### src/rtl/keypad_scanner_if.sv
// Key event bus from the keypad scanner to its consumer.
interface keypad_scanner_if;
  logic [3:0] key_code;
  logic       key_valid;
  logic       key_down;

  modport master (
    output key_code,
    output key_valid,
    output key_down
  );

  modport slave (
    input key_code,
    input key_valid,
    input key_down
  );
endinterface

### src/rtl/keypad_scanner.sv
// 4x4 matrix keypad scanner: one-cold column drive, synchronized row sampling,
// per-round hit classification and a press/release debounce FSM.
module keypad_scanner #(
  parameter int unsigned T1ms      = 100000,
  parameter int unsigned DB_ROUNDS = 2
) (
  input  logic               clk,
  input  logic               rst_n,   // active-high synchronous reset
  input  logic [3:0]         row,
  output logic [3:0]         col,
  keypad_scanner_if.master   key
);

  localparam int unsigned CW = (T1ms > 1) ? $clog2(T1ms) : 1;
  localparam logic [CW-1:0] DWELL_LAST = CW'(T1ms - 1);
  localparam logic [3:0]    DB = 4'(DB_ROUNDS);

  typedef enum logic [1:0] {
    IDLE,
    PRESS_CHK,
    HELD,
    RELEASE_CHK
  } state_t;

  logic [CW-1:0] dwell_q, dwell_d;
  logic [3:0]    row_meta_q, row_sync_q;
  logic [3:0]    col_q, col_d;
  logic [1:0]    col_idx_q, col_idx_d;
  logic [1:0]    acc_cnt_q, acc_cnt_d;
  logic [3:0]    acc_code_q, acc_code_d;
  state_t        state_q, state_d;
  logic [3:0]    cand_q, cand_d;
  logic [3:0]    rnd_q, rnd_d;
  logic [3:0]    key_code_q, key_code_d;
  logic          key_valid_q, key_valid_d;
  logic          key_down_q, key_down_d;

  logic          tick, round_end;
  logic [1:0]    cur_cnt, tot_cnt;
  logic [3:0]    cur_code, tot_code;
  logic          res_none, res_single;
  logic [3:0]    new_cnt, new_cand;

  assign tick      = (dwell_q == DWELL_LAST);
  assign round_end = tick && (col_idx_q == 2'd3);

  // Two-flop synchronizer for the asynchronous row lines.
  always_ff @(posedge clk) begin
    if (rst_n) begin
      row_meta_q <= '1;
      row_sync_q <= '1;
    end else begin
      row_meta_q <= row;
      row_sync_q <= row_meta_q;
    end
  end

  // Dwell counter and column rotation.
  always_comb begin
    dwell_d   = tick ? '0 : dwell_q + CW'(1);
    col_d     = tick ? {col_q[2:0], col_q[3]} : col_q;
    col_idx_d = tick ? col_idx_q + 2'd1 : col_idx_q;
  end

  // Hits in the currently driven column (count saturates at 2 = MULTI).
  always_comb begin
    cur_cnt  = 2'd0;
    cur_code = '0;
    for (int unsigned r = 0; r < 4; r++) begin
      if (!row_sync_q[r]) begin
        cur_cnt  = (cur_cnt == 2'd0) ? 2'd1 : 2'd2;
        cur_code = {2'(r), col_idx_q};
      end
    end
  end

  // Merge this column's hits with the ones accumulated earlier in the round;
  // the col-3 result is used directly so the round closes on that tick.
  always_comb begin
    tot_cnt    = (acc_cnt_q + cur_cnt > 2'd2) ? 2'd2 : acc_cnt_q + cur_cnt;
    if ((acc_cnt_q == 2'd2) || (cur_cnt == 2'd2)) tot_cnt = 2'd2;
    tot_code   = (acc_cnt_q != 2'd0) ? acc_code_q : cur_code;
    res_none   = (tot_cnt == 2'd0);
    res_single = (tot_cnt == 2'd1);
    acc_cnt_d  = acc_cnt_q;
    acc_code_d = acc_code_q;
    if (tick) begin
      acc_cnt_d  = round_end ? 2'd0 : tot_cnt;
      acc_code_d = round_end ? '0 : tot_code;
    end
  end

  // Scan datapath registers.
  always_ff @(posedge clk) begin
    if (rst_n) begin
      dwell_q    <= '0;
      col_q      <= 4'b1110;
      col_idx_q  <= '0;
      acc_cnt_q  <= '0;
      acc_code_q <= '0;
    end else begin
      dwell_q    <= dwell_d;
      col_q      <= col_d;
      col_idx_q  <= col_idx_d;
      acc_cnt_q  <= acc_cnt_d;
      acc_code_q <= acc_code_d;
    end
  end

  // Debounce FSM next state; everything advances only at round end.
  always_comb begin
    state_d     = state_q;
    cand_d      = cand_q;
    rnd_d       = rnd_q;
    key_code_d  = key_code_q;
    key_valid_d = 1'b0;
    key_down_d  = key_down_q;
    new_cnt     = 4'd1;
    new_cand    = tot_code;
    if (round_end) begin
      unique case (state_q)
        IDLE, PRESS_CHK: begin
          if (res_single) begin
            if ((state_q == PRESS_CHK) && (tot_code == cand_q)) begin
              new_cnt = rnd_q + 4'd1;
            end
            if (new_cnt == DB) begin
              state_d     = HELD;
              cand_d      = new_cand;
              rnd_d       = '0;
              key_code_d  = new_cand;
              key_valid_d = 1'b1;
              key_down_d  = 1'b1;
            end else begin
              state_d = PRESS_CHK;
              cand_d  = new_cand;
              rnd_d   = new_cnt;
            end
          end else begin
            state_d = IDLE;
            rnd_d   = '0;
          end
        end
        HELD: begin
          if (res_none) begin
            if (DB == 4'd1) begin
              state_d    = IDLE;
              rnd_d      = '0;
              key_down_d = 1'b0;
            end else begin
              state_d = RELEASE_CHK;
              rnd_d   = 4'd1;
            end
          end
        end
        RELEASE_CHK: begin
          if (res_none) begin
            if (rnd_q + 4'd1 == DB) begin
              state_d    = IDLE;
              rnd_d      = '0;
              key_down_d = 1'b0;
            end else begin
              rnd_d = rnd_q + 4'd1;
            end
          end else begin
            state_d = HELD;
            rnd_d   = '0;
          end
        end
        default: state_d = IDLE;
      endcase
    end
  end

  // Debounce FSM state and key output registers.
  always_ff @(posedge clk) begin
    if (rst_n) begin
      state_q     <= IDLE;
      cand_q      <= '0;
      rnd_q       <= '0;
      key_code_q  <= '0;
      key_valid_q <= 1'b0;
      key_down_q  <= 1'b0;
    end else begin
      state_q     <= state_d;
      cand_q      <= cand_d;
      rnd_q       <= rnd_d;
      key_code_q  <= key_code_d;
      key_valid_q <= key_valid_d;
      key_down_q  <= key_down_d;
    end
  end

  assign col           = col_q;
  assign key.key_code  = key_code_q;
  assign key.key_valid = key_valid_q;
  assign key.key_down  = key_down_q;

endmodule

### src/flat_wrapper.sv
// flat-port wrapper written by rule: the top's interface ports become plain ports
module keypad_scanner_flat 
#(
  parameter int unsigned T1ms      = 100000,
  parameter int unsigned DB_ROUNDS = 2
)
  (clk, rst_n, row, col, key_key_code, key_key_valid, key_key_down);
  keypad_scanner_if key_i ();
  input  logic clk;
  input  logic rst_n;
  input  logic [3:0] row;
  output logic [3:0] col;
  output wire logic [$bits(key_i.key_code)-1:0] key_key_code;
  output wire logic [$bits(key_i.key_valid)-1:0] key_key_valid;
  output wire logic [$bits(key_i.key_down)-1:0] key_key_down;
  assign key_key_code = key_i.key_code;
  assign key_key_valid = key_i.key_valid;
  assign key_key_down = key_i.key_down;
  keypad_scanner #(.T1ms(T1ms), .DB_ROUNDS(DB_ROUNDS)) u_core (.clk(clk), .rst_n(rst_n), .row(row), .col(col), .key(key_i));
endmodule
### config.mk
export PLATFORM = sky130hd
export DESIGN_NAME = keypad_scanner_flat
export DESIGN_NICKNAME = d
export VERILOG_FILES = /design/src/rtl/keypad_scanner_if.sv /design/src/rtl/keypad_scanner.sv /design/src/flat_wrapper.sv
export SDC_FILE = /design/constraint.sdc
export NUM_CORES = 1
export LEC_CHECK = 0
export ABC_AREA = 0
export CAP_MARGIN = 25
export CORE_MARGIN = 3
export CORE_UTILIZATION = 59
export CTS_CLUSTER_DIAMETER = 150
export CTS_CLUSTER_SIZE = 40
export DETAILED_ROUTE_END_ITERATION = 10
export GPL_TIMING_DRIVEN = 0
export HOLD_SLACK_MARGIN = 0.06
export PLACE_DENSITY = 0.79
export REMOVE_ABC_BUFFERS = 1
export SETUP_SLACK_MARGIN = 0.2
export SLEW_MARGIN = 25
export SYNTH_ARGS = -nofsm -noshare
export SYNTH_HDL_FRONTEND = slang
export SYNTH_SLANG_ARGS = --single-unit
### constraint.sdc
create_clock -name clk -period 3.7 [get_ports clk]
set_input_delay 0.74 -clock clk [delete_from_list [all_inputs] [get_ports clk]]
set_output_delay 0.74 -clock clk [all_outputs]
set_load 0.005 [all_outputs]
### After elaboration in Yosys (flattened, before gate mapping)

Cells that the tools add are included.

| operators by class | value |
|---|---|
| add/subtract/negate cells | 4 |
| magnitude comparators | 1 |
| equal/unequal tests | 17 |
| muxes and demuxes | 38 |
| bitwise logic cells | 3 |
| reduce and logical (&&, ||, !) cells | 18 |

Operators by type and width:

| operator | count |
|---|---|
| $mux 4 | 13 |
| $mux 2 | 15 |
| $add 17x1->17 const B | 1 |
| $eq 17x17->1 const B | 1 |
| $pmux 4 s3 | 1 |
| $eq 2x2->1 const B | 5 |
| $logic_not 2->1 | 5 |
| $ne 2x1->1 const B | 5 |
| $eq 4x2->1 const B | 2 |
| $mux 1 | 6 |
| $pmux 2 s3 | 1 |
| $reduce_and 3->1 | 2 |
| $reduce_and 6->1 | 1 |
| $add 4x1->4 const B | 1 |
| $eq 2x1->1 const B | 2 |
| $eq 4x4->1 | 1 |
| $reduce_and 4->1 | 1 |
| $reduce_bool 2->1 | 2 |
| $reduce_or 2->1 | 2 |
| $reduce_or 4->1 | 1 |
| $mux 3 | 1 |
| $ne 3x3->1 const B | 1 |
| $not 1->1 | 3 |
| $add 2x1->2 const B | 1 |
| other kinds (6) | 7 |

| word-level totals | value |
|---|---|
| register bits after elaboration | 53 |
| bits of input ports | 6 |
| output and inout port bits | 10 |
| logic and storage cells | 94 |

### Longest topological paths before layout

Gate-level depths: netlist of the first run.

| depth | value |
|---|---|
| depth in word-level cells | 22 |
| mapped depth | 12 |
| gate-level depth less buffers | 11 |

### Worst setup path before layout of the first run

OpenSTA, ideal clock, no wires.

| path | value |
|---|---|
| kind | register to register |
| start | reg u_core.row_sync_q[0] |
| end | reg u_core.rnd_q[2] |
| library setup time | 122 ps |
| arrival time | 2621 ps |
| data required time | 3578 ps |
| path slack | 957 ps |
| stages on the path, launching flop included | 11 |
| buffers on the path | 1 |
| clock period less this slack | 2743 ps |
| cell sequence | dfxtp_1 inv_1 ha_1 mux2_4 a22o_1 ha_1 buf_2 nor4_2 mux2i_1 o32ai_1 a311o_1 |

| between the ends | value |
|---|---|
| cells in the longest elaborated chain, start to end | 17 |
| elaborated cells on any way between the ends | 36 |
| classes of those cells | 1 x add/sub; 1 x order compare; 5 x eq/ne; 22 x mux; 7 x reduce/logical |

RTL lines:

| item | line | RTL |
|---|---|---|
| start, declared | keypad_scanner.sv:26 | `logic [3:0] row_meta_q, row_sync_q;` |
| start signal, assigned | keypad_scanner.sv:54 | `row_sync_q <= row_meta_q;` |
| $mux 1 | keypad_scanner.sv:70 | `if (!row_sync_q[r]) begin` |
| $logic_not 2->1 | keypad_scanner.sv:71 | `cur_cnt = (cur_cnt == 2'd0) ? 2'd1 : 2'd2;` |
| $mux 2 | keypad_scanner.sv:71 |  |
| $mux 2 | keypad_scanner.sv:70 |  |
| $logic_not 2->1 | keypad_scanner.sv:71 |  |
| $mux 2 | keypad_scanner.sv:71 |  |
| $mux 2 | keypad_scanner.sv:70 |  |
| $logic_not 2->1 | keypad_scanner.sv:71 |  |
| $mux 2 | keypad_scanner.sv:71 |  |
| $mux 2 | keypad_scanner.sv:70 |  |
| $add 2x2->2 | keypad_scanner.sv:80 | `tot_cnt = (acc_cnt_q + cur_cnt > 2'd2) ? 2'd2 : acc_cnt_q + cur_cnt;` |
| $gt 2x2->1 | keypad_scanner.sv:80 |  |
| $mux 2 | keypad_scanner.sv:80 |  |
| $mux 2 | keypad_scanner.sv:81 | `if ((acc_cnt_q == 2'd2) \|\| (cur_cnt == 2'd2)) tot_cnt = 2'd2;` |
| $eq 2x1->1 or $logic_not 2->1 (tied branches) | keypad_scanner.sv:84, keypad_scanner.sv:83 |  |
| $mux 4 (tied with other cells) | keypad_scanner.sv:123 | `if (res_single) begin` |
| $pmux 4 s3 or $reduce_and 2->1 (tied branches) | -- |  |
| end signal, assigned | keypad_scanner.sv:187 | `rnd_q <= rnd_d;` |
| end, declared | keypad_scanner.sv:33 | `logic [3:0] rnd_q, rnd_d;` |

Parallel ways exist; a longest one is shown, timed or not. The select of a mux whose other input is x is not followed.
A chain may end at the register's enable or synchronous reset.

### Worst setup path in the final report of the first run

| path | value |
|---|---|
| start | reg u_core.row_sync_q[1] |
| end | reg u_core.rnd_q[2] |

| between the ends | value |
|---|---|
| cells in the longest elaborated chain, start to end | 14 |
| elaborated cells on any way between the ends | 32 |
| classes of those cells | 1 x add/sub; 1 x order compare; 5 x eq/ne; 19 x mux; 6 x reduce/logical |

RTL lines:

| item | line | RTL |
|---|---|---|
| $mux 2 or $mux 3 (tied branches) | keypad_scanner.sv:70 |  |
| $logic_not 2->1 or $mux 4 (tied branches) | keypad_scanner.sv:71, keypad_scanner.sv:70 |  |
| $mux 2 or $mux 4 (tied branches) | keypad_scanner.sv:71, keypad_scanner.sv:70 |  |
| $mux 2 or $mux 4 (tied branches) | keypad_scanner.sv:70, keypad_scanner.sv:82 |  |
| $logic_not 2->1 or $eq 4x4->1 (tied branches) | keypad_scanner.sv:71, keypad_scanner.sv:124 |  |
| $mux 2 or $logic_and 1x1->1 (tied branches) | keypad_scanner.sv:71, keypad_scanner.sv:124 |  |
| $mux 2 or $mux 4 (tied branches) | keypad_scanner.sv:70, keypad_scanner.sv:124 |  |
| $add 2x2->2 or $mux 4 (tied branches) | keypad_scanner.sv:80, keypad_scanner.sv:123 |  |
| $gt 2x2->1 or $mux 4 (tied branches) | keypad_scanner.sv:80, keypad_scanner.sv:121 |  |
| $mux 2 or $mux 4 (tied branches) | keypad_scanner.sv:80, keypad_scanner.sv:120 |  |
| $mux 2 or $eq 4x2->1 (tied branches) | keypad_scanner.sv:81, keypad_scanner.sv:127 |  |
| $eq 2x1->1 (tied with other cells) | keypad_scanner.sv:84 | `res_single = (tot_cnt == 2'd1);` |
| $mux 4 (tied with other cells) | keypad_scanner.sv:123 |  |
| $pmux 4 s3 or $reduce_and 2->1 (tied branches) | -- |  |

Parallel ways exist; a longest one is shown, timed or not. The select of a mux whose other input is x is not followed.

==> results.cfg, run 1 <==
[synthesis]
synth_warnings = 0
yosys.cell_count.top_type = dfxtp_1
ys_ff_latch = 53
yosys_most_used_dff = dfxtp_1
synthTopCellsByArea = dfxtp_1, nor2_1, xor2_1
netlist_area_sq_mm = 0.00273
yosysTopAreaCell = dfxtp_1
syn_area_per_cell_sq_um = 8.60
syn_inst = 318
synthTopCellsByCount = dfxtp_1, nor2_1, nand2_1, nand3_1, a21oi_1
yosys.area.top_type_share_pct = 38.8
synth-edff-count = 0
synth.distinct_cells = 62
async_reset_ff_share_pct = 0
ys_seq_area_share_pct = 38.8

[clock_tree]
clkSinkCount = 53
root_buffer = clkbuf_8
cts_setup_buffers = 0
clock_path_buffers = 2
insertion_delay_ns = 0.31
h-tree-depth = 2
cts_hold_buf = 0
clkTransAtPathRegs_ns = 0.09
cts_tree = done
post_cts_resized = 0
numCtsBuffers = 5

[timing]
setup_viol = 0
rsz0062_at_grt = false
min_period_over_period_pct = 83.7
drv_slew = 0
max_slew.worst_pin.slew_ns = 0.736
max_slew_margin_pct = 50.8
tns_ns = 0
finClkSkew_ns = 0.0107
timing.fmax_mhz = 323
period_minus_slack_ns = 3.10
hold_viol = 0

[route]
route.detailed.drc = 0
drt_iter0_markers = 151
wire_per_inst_um = 15.3
ant_nets = 0
vias = 2312
detail_route.wirelength_um = 5780
drt_pre_antenna_iters = 5
viasPerCell = 6.12

[critical_path]
worst_setup_path_end_kind = flip-flop
slowest_stage = nor4_2
path_cells = inv_1, ha_1, mux2_4, a22o_1, ha_1, nor4_2, mux2i_1, o32ai_1, a311o_1
r2r_cells = 9
crit_type = flip-flop to flip-flop
worst-path-buf-inv = 1
crit_arrival_ns = 3.30
worstPathRequired_ns = 3.90
critical_path.max_fanout = 9
critPathMaxStageDelay_ns = 0.60
crit_path_frequent_cell = ha_1
path_depth = 9
cp-start-kind = flip-flop
critPathTopFamily = adder cells

[floorplanning]
die_x_um = 74.1
core_area_sq_mm = 0.00441
initial_core_util_pct = 61.9
die_area_sq_mm = 0.00549
top_level_ports = 16
rows = 24
die_height_um = 74.1

[final_layout]
nets = 338
area_delta_synth_final_pct = 9.43
drive_gt1_share_pct = 11.7
n_fill_cell = 357
antennaDiodeCount = 0
fin_area_sq_mm = 0.00299

[global_routing]
grt_pass1_wl_um = 9650
grt_use_total_pct = 22.3
antenna_found_initial = 0
overflow = 0
grt_start_max_net_pins = 37
grt_pass1_vias = 2111

[hold_path]
hp-class = flip-flop to flip-flop
whs_path_depth = 1

[power]
ir_drop_v = 0.000269
power_leakage_uw = 0.00115
cellPowerDensity_mw_per_mm2 = 350

[place]
hpwl_um = 4010
dpl-instance-area_sq_mm = 0.00288
place_congestion = 0.924
io_buffers = 15

[flow_run]
maxCapViolCount = 0

[run_status]
outcome = finished, final reports clean
-- layout by cell type, fill, tap and decap left out, types with 7 or more instances in the layout --
master | Yosys | routed
dfxtp_1 | 53 | 53
a21oi_1 | 16 | 16
inv_1 | 12 | 12
ha_1 | 7 | 7
or2_2 | 8 | 8
nand4_1 | 10 | 10
nor3_1 | 10 | 10
xor2_1 | 13 | 13
nor2_1 | 38 | 38
nand3_1 | 18 | 18
clkdlybuf4s50_1 | 0 | 14
nand2_1 | 25 | 25
-- per-layer routing --
layer  share of wire [%]  track usage (%)
met3                 6.5             5.81
met2                  49             36.6
met1                  42             28.1
met4                 2.6             8.65
met5                   0                0
-- where the power goes --
| group | switching, uW | leakage [uW] | internal (uW) |
|---|---|---|---|
| Combinational | 41.2 | 0.000666 | 26.8 |
| Sequential | 5.81 | 0.000429 | 577 |
| Clock | 195 | 0.0000585 | 203 |
-- worst reg2reg max path: stages, from the launching register on --
cell     delay, ns
dfxtp_1       0.41
inv_1         0.07
ha_1          0.33
mux2_4        0.28
a22o_1        0.24
ha_1          0.42
nor4_2        0.60
mux2i_1       0.26
o32ai_1       0.10
a311o_1       0.29
-- cell families (layout without fill, tap and decap cells) --
logic type	after synthesis	after routing	share of synthesized area (%)
and+or+nand+nor	145	145	28.7
adders and majority gates	7	7	3.20
xor gates and xnor gates	18	18	5.77
buffers and inverters	27	35	4.03
muxes	8	8	3.16
AOI/OAI and AO/OA	60	60	16.3
DFF	53	53	38.8
-- flip-flops by register name, summed over array words and instances (netlist names) --
signal,flops
u_core.key.key_valid,1
u_core.cand_q,4
u_core.col,4
u_core.col_idx_q,2
u_core.state_q,2
u_core.rnd_q,4
u_core.acc_cnt_q,2
u_core.row_meta_q,4
u_core.key.key_down,1
u_core.acc_code_q,4
u_core.key.key_code,4
u_core.row_sync_q,4
u_core.dwell_q,17
-- path summary, 6_finish.rpt --
path	start	end	slack (ns)
max	u_core.row_sync_q[1]	u_core.rnd_q[2]	0.60
min	u_core.row_meta_q[1]	u_core.row_sync_q[1]	0.42
max reg2reg	u_core.row_sync_q[1]	u_core.rnd_q[2]	0.60
min reg2reg	u_core.row_meta_q[1]	u_core.row_sync_q[1]	0.42
-- layout make-up --
class / count / area [sq um] / area share, %
Multi-Input combinational cell: 238 / 1560 / 52.2
Sequential cell: 53 / 1060 / 35.5
Timing Repair Buffer: 15 / 145 / 4.85
Clock buffer: 5 / 68.8 / 2.30
Tap cell: 52 / 65.1 / 2.17
Inverter: 12 / 45.0 / 1.51
Clock inverter: 3 / 43.8 / 1.46
-- through the flow --
step | std cells | hold WS [ns] | setup WS, ns | total power [uW] | utilization [%]
floorplan | 303 | 0.389 | 0.973 | 641 | -
global placement | 370 | 0.392 | 0.515 | 662 | 65.3
detailed placement | 370 | 0.397 | 0.667 | 663 | 65.2
CTS | 378 | 0.422 | 0.633 | 1050 | 67.8
global route | 378 | 0.433 | 0.453 | 1090 | 67.8
finish | 378 | 0.417 | 0.602 | 1050 | 67.8
Note: power is estimated with default switching activity, not from simulation.
==> run 2: changes to the inputs <==
==> constraint.sdc (replaced) <==
create_clock -name clk -period 3.19 [get_ports clk]
set_input_delay 0.638 -clock clk [delete_from_list [all_inputs] [get_ports clk]]
set_output_delay 0.638 -clock clk [all_outputs]
set_load 0.005 [all_outputs]
==> results.cfg, run 2 (synthesized netlist as in run 1, its figures left out) <==
[timing]
timing.fmax_mhz = 344
period_minus_slack_ns = 2.91
hold_viol = 0
tns_ns = 0
max_slew.worst_pin.slew_ns = 0.631
setup_viol = 0
min_period_over_period_pct = 91.1
rsz0062_at_grt = true
max_slew_margin_pct = 58.0
finClkSkew_ns = 0.00942
drv_slew = 0

[flow_run]
maxCapViolCount = 0

[critical_path]
crit_type = flip-flop to flip-flop
crit_arrival_ns = 3.10
crit_path_frequent_cell = ha_2
critical_path.max_fanout = 4
worstPathRequired_ns = 3.38
path_cells = inv_1, ha_2, mux2_4, a22o_1, ha_2, xor2_1, nor3_4, o41ai_4, a31oi_1, nor4b_2, a311o_1
critPathMaxStageDelay_ns = 0.39
slowest_stage = dfxtp_1
worst_setup_path_end_kind = flip-flop
cp-start-kind = flip-flop

[clock_tree]
clkSinkCount = 53
insertion_delay_ns = 0.31
clkTransAtPathRegs_ns = 0.09
root_buffer = clkbuf_8
numCtsBuffers = 5
clock_path_buffers = 2
h-tree-depth = 2
cts_hold_buf = 0
cts_tree = done

[route]
wire_per_inst_um = 15.4
drt_iter0_markers = 170
drt_pre_antenna_iters = 4
viasPerCell = 6.03
vias = 2317
detail_route.wirelength_um = 5920
route.detailed.drc = 0
ant_nets = 0

[power]
ir_drop_v = 0.000334
seqPwrFrac_pct = 55.1
switching_share_pct = 23.2
cellPowerDensity_mw_per_mm2 = 395
clkPwrFrac_pct = 37.5
internal_power_uw = 942
net-switching-power_uw = 284
combPwrFrac_pct = 7.3
p_total_uw = 1230
power_leakage_uw = 0.00119

[final_layout]
largest_reg_flops = 17
fin_area_sq_mm = 0.00311
regMostFlops = u_core.dwell_q
drive_gt1_share_pct = 15.4
antennaDiodeCount = 0
nets = 344
final_cell_mix = dfxtp_1, nor2_1, nand2_1
final_common_cell = dfxtp_1
area_delta_synth_final_pct = 13.6

[floorplanning]
core_area_sq_mm = 0.00441
top_level_ports = 16
die_height_um = 74.1
initial_core_util_pct = 61.9
rows = 24
die_area_sq_mm = 0.00549
die_x_um = 74.1

[place]
io_buffers = 15
dpl-instance-area_sq_mm = 0.00288
hpwl_um = 4010
place_congestion = 0.924

[global_routing]
overflow = 0
antenna_found_initial = 0
grt_start_max_net_pins = 37
grt_use_total_pct = 22.6
grt_pass1_wl_um = 9760
grt_pass1_vias = 2120

[run_status]
outcome = finished, final reports clean

[hold_path]
hp-class = flip-flop to flip-flop
## run 2: changes by cell type in the layout (fill, tap and decap cells not counted), moves of 2 or more
cell	change
ha_1	-2
nor3_4	+2
buf_4	+6
nor3_2	-2
ha_2	+2
## run 2: routing by layer
metal  up-vias  global-route usage (%)  part of all wire, %  routed length (um)
li1       1165                       -                    -                   -
met1      1079                    28.3                   43                2550
met2        60                    36.9                   50                2950
met3        13                    5.81                  4.9                 288
met4         0                    9.26                  2.1                 127
met5         -                       0                    0                   0
## run 2: final timing paths
| path | slack (ns) | end | startpoint | cells past startpoint |
|---|---|---|---|---|
| max | 0.28 | u_core.rnd_q[2] | u_core.row_sync_q[0] | 11 |
| max reg2reg | 0.28 | u_core.rnd_q[2] | u_core.row_sync_q[0] | 11 |
| min | 0.42 | u_core.row_sync_q[1] | u_core.row_meta_q[1] | 1 |
| min reg2reg | 0.42 | u_core.row_sync_q[1] | u_core.row_meta_q[1] | 1 |
## run 2: metrics by stage
step | setup slack (ns) | cells | utilization (%) | hold WS, ns
global placement | 0.107 | 370 | 65.3 | 0.392
detailed placement | 0.157 | 370 | 65.2 | 0.397
finish | 0.284 | 384 | 70.4 | 0.418
global route | 0.137 | 384 | 70.4 | 0.433
floorplan | 0.463 | 303 | - | 0.389
CTS | 0.143 | 378 | 68.1 | 0.422
## run 2: layout make-up
| cell class | count | area, sq um |
|---|---|---|
| Clock buffer | 5 | 68.8 |
| Clock inverter | 3 | 43.8 |
| Fill cell | 337 | 1310 |
| Inverter | 12 | 45.0 |
| Multi-Input combinational cell | 238 | 1630 |
| Sequential cell | 53 | 1060 |
| Tap cell | 52 | 65.1 |
| Timing Repair Buffer | 21 | 190 |
## run 2: timing repair
action / CTS / global route
hold endpoints to repair: 0 / 0
pin swaps: 0 / 4
setup endpoints to repair: 3 / 14
resized for setup: 2 / 10
buffers inserted: 0 / 6
## run 2: worst max-delay path: cells and delay by family (launching register included)
kind            cells  cell delay [ns]
simple gates        2             0.41
mux                 1             0.27
flops               1             0.39
xor+xnor            1             0.17
buf+inv             1             0.06
compound gates      4             0.97
fa+ha+maj           2             0.52
## run 2: power by group through the flow
| stage | Clock, uW | Combinational (uW) | Sequential (uW) |
|---|---|---|---|
| floorplan | 0 | 54.3 | 690 |
| global placement | 0 | 77.3 | 691 |
| detailed placement | 0 | 78.0 | 691 |
| CTS | 468 | 81.1 | 676 |
| global route | 496 | 98.3 | 677 |
| finish | 460 | 89.7 | 676 |
